===== src/rtl/prog_inst_mem_if.sv =====
// Fetch and byte-load bundle for the loadable instruction memory.
// master = PC stage / program loader side, slave = memory side.
interface prog_inst_mem_if #(
    parameter int DATA_W = 32,
    parameter int DEPTH  = 64,
    parameter int ADDR_W = 32
);
    localparam int CNT_W = $clog2(DEPTH + 1);

    logic              fetch_req;
    logic [ADDR_W-1:0] fetch_addr;
    logic              fetch_gnt;
    logic              fetch_valid;
    logic              fetch_ready;
    logic [DATA_W-1:0] fetch_inst;
    logic              fetch_err;
    logic              load_start;
    logic              load_byte_valid;
    logic [7:0]        load_byte;
    logic              load_end;
    logic              load_busy;
    logic [CNT_W-1:0]  load_words;

    modport master (
        output fetch_req, fetch_addr, fetch_ready,
        output load_start, load_byte_valid, load_byte, load_end,
        input  fetch_gnt, fetch_valid, fetch_inst, fetch_err,
        input  load_busy, load_words
    );

    modport slave (
        input  fetch_req, fetch_addr, fetch_ready,
        input  load_start, load_byte_valid, load_byte, load_end,
        output fetch_gnt, fetch_valid, fetch_inst, fetch_err,
        output load_busy, load_words
    );
endinterface


===== src/rtl/prog_inst_mem.sv =====
// Loadable word-addressed instruction RAM with a byte-serial load port
// and a registered valid/ready fetch port that flags faulting fetches.
module prog_inst_mem #(
    parameter int                DATA_W   = 32,
    parameter int                DEPTH    = 64,
    parameter int                ADDR_W   = 32,
    parameter logic [DATA_W-1:0] NOP_WORD = '0
) (
    input logic            clk,
    input logic            rst_n,
    prog_inst_mem_if.slave bus
);
    localparam int NB    = DATA_W / 8;
    localparam int SH    = $clog2(NB);
    localparam int BC_W  = (NB > 1) ? $clog2(NB) : 1;
    localparam int PTR_W = $clog2(DEPTH);
    localparam int CNT_W = $clog2(DEPTH + 1);

    typedef enum logic {
        S_RUN  = 1'b0,
        S_LOAD = 1'b1
    } state_t;

    state_t             r_state;
    state_t             w_state_nxt;
    logic [PTR_W-1:0]   r_ptr;
    logic [CNT_W-1:0]   r_words;
    logic [DATA_W-1:0]  r_buf;
    logic [BC_W-1:0]    r_bcnt;
    logic               r_valid;
    logic [DATA_W-1:0]  r_inst;
    logic               r_err;
    logic [DATA_W-1:0]  r_mem [DEPTH];

    logic               w_run;
    logic               w_load;
    logic               w_byte;
    logic               w_end;
    logic               w_last_byte;
    logic               w_last_word;
    logic               w_wr;
    logic [DATA_W-1:0]  w_word;
    logic [ADDR_W-1:0]  w_off;
    logic [ADDR_W-1:0]  w_idx;
    logic               w_fault;
    logic               w_gnt;

    assign w_run  = (r_state == S_RUN);
    assign w_load = (r_state == S_LOAD);

    // load_start always wins, so bytes and load_end in its cycle are dropped
    assign w_byte = w_load && !bus.load_start && bus.load_byte_valid;
    assign w_end  = w_load && !bus.load_start && bus.load_end;

    assign w_last_byte = w_byte && (r_bcnt == BC_W'(NB - 1));
    assign w_last_word = (r_ptr == PTR_W'(DEPTH - 1));
    assign w_word = r_buf |
        (w_byte ? (DATA_W'(bus.load_byte) << {r_bcnt, 3'b000}) : '0);
    assign w_wr = w_last_byte ||
        (w_end && (w_byte || (r_bcnt != '0)));

    always_comb begin
        w_state_nxt = r_state;
        unique case (r_state)
            S_RUN: begin
                if (bus.load_start) w_state_nxt = S_LOAD;
            end
            S_LOAD: begin
                if (bus.load_start)
                    w_state_nxt = S_LOAD;
                else if (w_end || (w_wr && w_last_word))
                    w_state_nxt = S_RUN;
            end
        endcase
    end

    always_ff @(posedge clk or negedge rst_n) begin
        if (!rst_n) r_state <= S_RUN;
        else        r_state <= w_state_nxt;
    end

    always_ff @(posedge clk or negedge rst_n) begin
        if (!rst_n) begin
            r_ptr   <= '0;
            r_words <= '0;
            r_buf   <= '0;
            r_bcnt  <= '0;
        end else if (bus.load_start) begin
            r_ptr   <= '0;
            r_words <= '0;
            r_buf   <= '0;
            r_bcnt  <= '0;
        end else if (w_wr) begin
            r_ptr   <= r_ptr + 1'b1;
            r_words <= r_words + 1'b1;
            r_buf   <= '0;
            r_bcnt  <= '0;
        end else if (w_byte) begin
            r_buf   <= w_word;
            r_bcnt  <= r_bcnt + 1'b1;
        end
    end

    // RAM contents survive reset so a program can outlive a core reset
    always_ff @(posedge clk) begin
        if (w_wr) r_mem[r_ptr] <= w_word;
    end

    assign w_off   = bus.fetch_addr & ADDR_W'(NB - 1);
    assign w_idx   = bus.fetch_addr >> SH;
    assign w_fault = (w_off != '0) || (w_idx >= ADDR_W'(DEPTH));
    assign w_gnt   = w_run && bus.fetch_req && !bus.load_start &&
                     (!r_valid || bus.fetch_ready);

    always_ff @(posedge clk or negedge rst_n) begin
        if (!rst_n) begin
            r_valid <= 1'b0;
            r_inst  <= NOP_WORD;
            r_err   <= 1'b0;
        end else if (bus.load_start) begin
            r_valid <= 1'b0;
        end else if (w_gnt) begin
            r_valid <= 1'b1;
            r_err   <= w_fault;
            r_inst  <= w_fault ? NOP_WORD : r_mem[w_idx[PTR_W-1:0]];
        end else if (r_valid && bus.fetch_ready) begin
            r_valid <= 1'b0;
        end
    end

    assign bus.fetch_gnt   = w_gnt;
    assign bus.fetch_valid = r_valid;
    assign bus.fetch_inst  = r_inst;
    assign bus.fetch_err   = r_err;
    assign bus.load_busy   = w_load;
    assign bus.load_words  = r_words;
endmodule


===== src/flat_wrapper.sv =====
// flat-port wrapper written by rule: the top's interface ports become plain ports
module prog_inst_mem_flat 
#(
    parameter int                DATA_W   = 32,
    parameter int                DEPTH    = 64,
    parameter int                ADDR_W   = 32,
    parameter logic [DATA_W-1:0] NOP_WORD = '0
)
  (clk, rst_n, bus_fetch_req, bus_fetch_addr, bus_fetch_ready, bus_load_start, bus_load_byte_valid, bus_load_byte, bus_load_end, bus_fetch_gnt, bus_fetch_valid, bus_fetch_inst, bus_fetch_err, bus_load_busy, bus_load_words);
  prog_inst_mem_if #(.DATA_W(DATA_W), .DEPTH(DEPTH), .ADDR_W(ADDR_W)) bus_i ();
  input logic clk;
  input logic rst_n;
  input wire logic [$bits(bus_i.fetch_req)-1:0] bus_fetch_req;
  input wire logic [$bits(bus_i.fetch_addr)-1:0] bus_fetch_addr;
  input wire logic [$bits(bus_i.fetch_ready)-1:0] bus_fetch_ready;
  input wire logic [$bits(bus_i.load_start)-1:0] bus_load_start;
  input wire logic [$bits(bus_i.load_byte_valid)-1:0] bus_load_byte_valid;
  input wire logic [$bits(bus_i.load_byte)-1:0] bus_load_byte;
  input wire logic [$bits(bus_i.load_end)-1:0] bus_load_end;
  output wire logic [$bits(bus_i.fetch_gnt)-1:0] bus_fetch_gnt;
  output wire logic [$bits(bus_i.fetch_valid)-1:0] bus_fetch_valid;
  output wire logic [$bits(bus_i.fetch_inst)-1:0] bus_fetch_inst;
  output wire logic [$bits(bus_i.fetch_err)-1:0] bus_fetch_err;
  output wire logic [$bits(bus_i.load_busy)-1:0] bus_load_busy;
  output wire logic [$bits(bus_i.load_words)-1:0] bus_load_words;
  assign bus_i.fetch_req = bus_fetch_req;
  assign bus_i.fetch_addr = bus_fetch_addr;
  assign bus_i.fetch_ready = bus_fetch_ready;
  assign bus_i.load_start = bus_load_start;
  assign bus_i.load_byte_valid = bus_load_byte_valid;
  assign bus_i.load_byte = bus_load_byte;
  assign bus_i.load_end = bus_load_end;
  assign bus_fetch_gnt = bus_i.fetch_gnt;
  assign bus_fetch_valid = bus_i.fetch_valid;
  assign bus_fetch_inst = bus_i.fetch_inst;
  assign bus_fetch_err = bus_i.fetch_err;
  assign bus_load_busy = bus_i.load_busy;
  assign bus_load_words = bus_i.load_words;
  prog_inst_mem #(.DATA_W(DATA_W), .DEPTH(DEPTH), .ADDR_W(ADDR_W), .NOP_WORD(NOP_WORD)) u_core (.clk(clk), .rst_n(rst_n), .bus(bus_i));
endmodule

===== config.mk =====
export PLATFORM = sky130hd
export DESIGN_NAME = prog_inst_mem_flat
export DESIGN_NICKNAME = d
export VERILOG_FILES = /design/src/rtl/prog_inst_mem_if.sv /design/src/rtl/prog_inst_mem.sv /design/src/flat_wrapper.sv
export SDC_FILE = /design/constraint.sdc
export NUM_CORES = 2
export LEC_CHECK = 0
export ABC_CLOCK_PERIOD_IN_PS = 8050
export CORE_MARGIN = 4
export CORE_UTILIZATION = 30
export DETAILED_ROUTE_END_ITERATION = 10
export PLACE_DENSITY = 0.53
export SYNTH_ARGS = -nofsm -noshare
export SYNTH_HDL_FRONTEND = slang
export SYNTH_SLANG_ARGS = --single-unit

===== constraint.sdc =====
create_clock -name clk -period 8.05 [get_ports clk]
set_input_delay 1.61 -clock clk [delete_from_list [all_inputs] [get_ports clk]]
set_output_delay 1.61 -clock clk [all_outputs]
set_load 0.005 [all_outputs]

==> impl_metrics.prom <==
# TYPE chip_impl_metric gauge
chip_impl_info{name="outcome",value="finished, final reports clean"} 1
chip_impl_metric{name="avgRoutedWirePerCell",unit="µm"} 28.6
chip_impl_metric{name="die-area",unit="mm²"} 0.283
chip_impl_metric{name="vias",unit=""} 40178
chip_impl_metric{name="post-layout-total-power",unit="µW"} 22800
chip_impl_info{name="worst_r2r_endpoint",value="u_core.r_mem[10][16]"} 1
chip_impl_metric{name="grt_pass1_vias",unit=""} 40078
chip_impl_metric{name="critPathRequiredTime",unit="ns"} 6.44
chip_impl_metric{name="drt_iter0_markers",unit=""} 4612
chip_impl_metric{name="post_cts.resized_instances",unit=""} 0
chip_impl_metric{name="synthCells",unit=""} 3924
chip_impl_metric{name="fin_setup_tns",unit="ns"} 0
chip_impl_info{name="synth.largest_area_cell",value="edfxtp_1"} 1
chip_impl_metric{name="grt-ovfl-total",unit=""} 0
chip_impl_metric{name="area_share_of_and_or_nand_nor_cells_after_synthesis",unit=""} 0.0249
chip_impl_metric{name="whs_path_depth",unit=""} 1
chip_impl_metric{name="finalSetupViolCount",unit=""} 0
chip_impl_metric{name="grt_pass1_wl",unit="µm"} 318000
chip_impl_info{name="synth_top_flop_cell",value="edfxtp_1"} 1
chip_impl_metric{name="htreeDepth",unit=""} 4
chip_impl_metric{name="adder_cell_area_share_of_the_yosys_netlist",unit=""} 0.000609
chip_impl_metric{name="syn_area",unit="mm²"} 0.0822
chip_impl_metric{name="placedInstanceArea",unit="mm²"} 0.0880
chip_impl_metric{name="synthesis.nets",unit=""} 3975
chip_impl_info{name="combinational_family_with_the_most_area_after_synthesis",value="multiplexers"} 1
chip_impl_info{name="hold_path_endpoint",value="u_core.bus.fetch_err"} 1
chip_impl_metric{name="synth-edff-count",unit=""} 2048
chip_impl_metric{name="fillerInstances",unit=""} 25023
chip_impl_metric{name="critPathArrivalTime",unit="ns"} 4.24
chip_impl_metric{name="firstDrtPassIters",unit=""} 5
chip_impl_metric{name="clk_pin_slew_worst_paths",unit="ns"} 0.06
chip_impl_metric{name="post_synth_num_cell_types",unit=""} 61
chip_impl_info{name="cts_tree",value="yes"} 1
chip_impl_metric{name="drive_gt1_frac",unit=""} 0.220
chip_impl_metric{name="power_density",unit="mW/mm²"} 240
chip_impl_metric{name="via_per_inst",unit=""} 5.09
chip_impl_metric{name="number_of_clock_buffers_inserted_by_tritoncts",unit=""} 217
chip_impl_metric{name="worst_vdd_drop",unit="mV"} 0.237
chip_impl_metric{name="clock_sink_count",unit=""} 2130
chip_impl_metric{name="dp_hpwl",unit="µm"} 133000
chip_impl_metric{name="period_needed",unit="ns"} 5.85
chip_impl_metric{name="slew_violations",unit=""} 0
chip_impl_metric{name="post_synth.cell_area_avg",unit="µm²"} 21.0
chip_impl_metric{name="max-cap-violations",unit=""} 0
chip_impl_metric{name="synth_async_sr_flop_share",unit=""} 0.0385
chip_impl_metric{name="multiInputGateArea",unit="mm²"} 0.0180
chip_impl_metric{name="design.core.area",unit="mm²"} 0.272
chip_impl_metric{name="share_of_the_yosys_chip_area_belonging_to_registers",unit=""} 0.773
chip_impl_metric{name="number_of_antenna_violations_at_the_first_check_in_global_routing",unit=""} 8
chip_impl_metric{name="port_buffers",unit=""} 89
chip_impl_metric{name="worst-slew-pin-transition",unit="ns"} 1.30
chip_impl_metric{name="gr-usage-all-layers",unit=""} 0.155
chip_impl_metric{name="design.portCount",unit=""} 90
chip_impl_metric{name="gp_congestion",unit=""} 0.818
chip_impl_info{name="synth_top_cells_by_area",value="edfxtp_1 75%, mux4_2 11%, mux2i_1 4.5%"} 1
chip_impl_metric{name="drt_drc_violations_left",unit=""} 0
chip_impl_metric{name="hold_viol",unit=""} 0
chip_impl_info{name="timing_worst_setup_path_type",value="input port to output pin"} 1
chip_impl_metric{name="floorplan.die.height",unit="µm"} 532
chip_impl_metric{name="postCtsSetupRepairBufs",unit=""} 0
chip_impl_info{name="crit_path_end_kind",value="output pin"} 1
chip_impl_metric{name="total_leakage_power",unit="µW"} 0.0300
chip_impl_metric{name="slew-limit-headroom",unit=""} 0.128
chip_impl_metric{name="initial_utilization",unit=""} 0.303
chip_impl_metric{name="cp_max_fo",unit=""} 35
chip_impl_metric{name="fp.dieW",unit="µm"} 532
chip_impl_info{name="timing.hold.worst.start",value="u_core.bus.fetch_err"} 1
chip_impl_info{name="critPathLaunchType",value="input port"} 1
chip_impl_metric{name="synth-compound-area-share",unit=""} 0.0326
chip_impl_metric{name="cts_hold_buf",unit=""} 0
chip_impl_metric{name="synth.ff_latch_count",unit=""} 2130
chip_impl_metric{name="clock.fmax",unit="MHz"} 171
chip_impl_metric{name="timing.final.crit_share",unit=""} 0.726
chip_impl_info{name="r2r-start",value="u_core.r_bcnt[0]"} 1
chip_impl_metric{name="ant_nets",unit=""} 0
chip_impl_metric{name="final.setup_skew",unit="ns"} 0.0377
chip_impl_metric{name="clock_insertion_delay_worst_skew",unit="ns"} 0.84
chip_impl_metric{name="synth.area.mux_share",unit=""} 0.152
chip_impl_metric{name="yosysWarningCount",unit=""} 0
chip_impl_metric{name="r2r.worst_path.cells",unit=""} 8
chip_impl_metric{name="routed_wire_length",unit="µm"} 226000
chip_impl_metric{name="syn_to_final_growth",unit="%"} 15.5
chip_impl_metric{name="design_area",unit="mm²"} 0.0950
chip_impl_metric{name="row_count",unit=""} 191
chip_impl_metric{name="number_of_buffers_on_the_longest_clock_path",unit=""} 3
chip_impl_info{name="clock-root-buffer",value="clkbuf_16"} 1
chip_impl_info{name="grt_setup_unrepaired",value="no"} 1
chip_impl_metric{name="area.sequential",unit="mm²"} 0.0636
chip_impl_metric{name="grt_max_degree",unit=""} 91
chip_impl_metric{name="finish.net_count",unit=""} 4188
chip_impl_metric{name="post_synth_xor_area_fraction",unit=""} 0.00107
chip_impl_metric{name="r2r_setup_slack",unit="ns"} 3.38
chip_impl_metric{name="synth_top_area_share",unit=""} 0.748
chip_impl_info{name="hold_path_class",value="register to register"} 1
worst max-delay path by stage:
| stage | end | slack, ns | from |
|---|---|---|---|
| final | bus_fetch_gnt | 2.20 | bus_load_start |
| after global routing | bus_fetch_gnt | 2.13 | bus_load_start |
| after CTS | bus_fetch_gnt | 2.24 | bus_load_start |
| after detailed placement | u_core.r_mem[50][1] | 1.86 | bus_load_start |
| after global placement | u_core.r_mem[10][26] | 1.88 | bus_load_start |
| after floorplan | u_core.r_mem[58][0] | 3.38 | bus_load_end |
metal layers:
layer	routed length, µm	up-vias	global-route usage
li1	-	16746	-
met2	107000	1231	0.246
met1	102000	21961	0.228
met4	3860	4	0.0303
met5	27	-	0
met3	12900	236	0.0239
cell type report:
class	instances	share of cell area
sequential	2130	0.669
multi-input combinational	1564	0.190
clock buffer	291	0.0626
tap	3570	0.0470
timing repair buffer	218	0.0208
clock inverter	108	0.0106
inverter	6	0.000263
antenna	1	0.0000263
cells in the mapped netlist (all sizes together) (11+ instances only):
cell / instances
nand3: 73
a22oi: 146
dfrtp: 82
mux4: 390
nor2b: 56
nand2b: 12
a22o: 17
o22ai: 26
edfxtp: 2048
nor4: 11
a211oi: 22
a21o: 36
nand2: 90
o21ai: 27
a31oi: 14
clkbuf: 94
nand4: 12
mux2i: 367
buf: 130
a21oi: 35
nor2: 111
and2: 13
flip-flops by register name, indices dropped and copies added (netlist names):
| name | cells |
|---|---|
| u_core.r_ptr | 6 |
| u_core.bus.load_busy | 1 |
| u_core.bus.fetch_err | 1 |
| u_core.r_buf | 32 |
| u_core.bus.load_words | 7 |
| u_core.bus.fetch_valid | 1 |
| u_core.bus.fetch_inst | 32 |
| u_core.r_bcnt | 2 |
| u_core.r_mem | 2048 |
kinds of logic after synthesis:
logic type,count (synthesis)
flops,2130
mux,761
simple gates,413
compound gates,376
buf+inv,230
xor+xnor,10
fa+ha+maj,4
per-stage QoR:
stage               std cells  setup WS (ns)  hold slack (ns)   util
global placement         7488           1.88            0.482  0.324
CTS                      7887           2.24            0.507  0.350
global route             7887           2.13            0.532  0.350
floorplan                3924           3.38            0.473      -
detailed placement       7488           1.86            0.494  0.324
finish                   7888           2.20            0.495  0.350
power by group:
group / internal (µW) / leakage, µW / switching, µW / total [µW]
clock: 5650 / 0.00341 / 4210 / 9860
sequential: 12100 / 0.0195 / 5.51 / 12100
combinational: 284 / 0.00707 / 594 / 878
total: 18000 / 0.0300 / 4810 / 22800
critical path, stage by stage:
cell,delay [ns]
clkdlybuf4s50_1,0.80
or3b_2,0.73
buf_4,0.34
inv_1,0.15
clkdlybuf4s50_1,0.53
cell usage in the layout (no fill, tap or decap), drive strengths merged, types with 8 or more instances in the layout:
master / n
a211oi: 22
a21o: 36
a21oi: 35
a221oi: 9
a22o: 17
a22oi: 146
a31oi: 14
and2: 13
and3: 9
buf: 135
bufinv: 15
clkbuf: 292
clkdlybuf4s50: 82
clkinv: 82
dfrtp: 82
edfxtp: 2048
inv: 14
mux2i: 367
mux4: 390
nand2: 90
nand2b: 12
nand3: 73
nand4: 12
nor2: 111
nor2b: 56
nor4: 11
o211ai: 9
o21ai: 27
o22ai: 26
o31ai: 8
(Power assumes the default switching activity.)
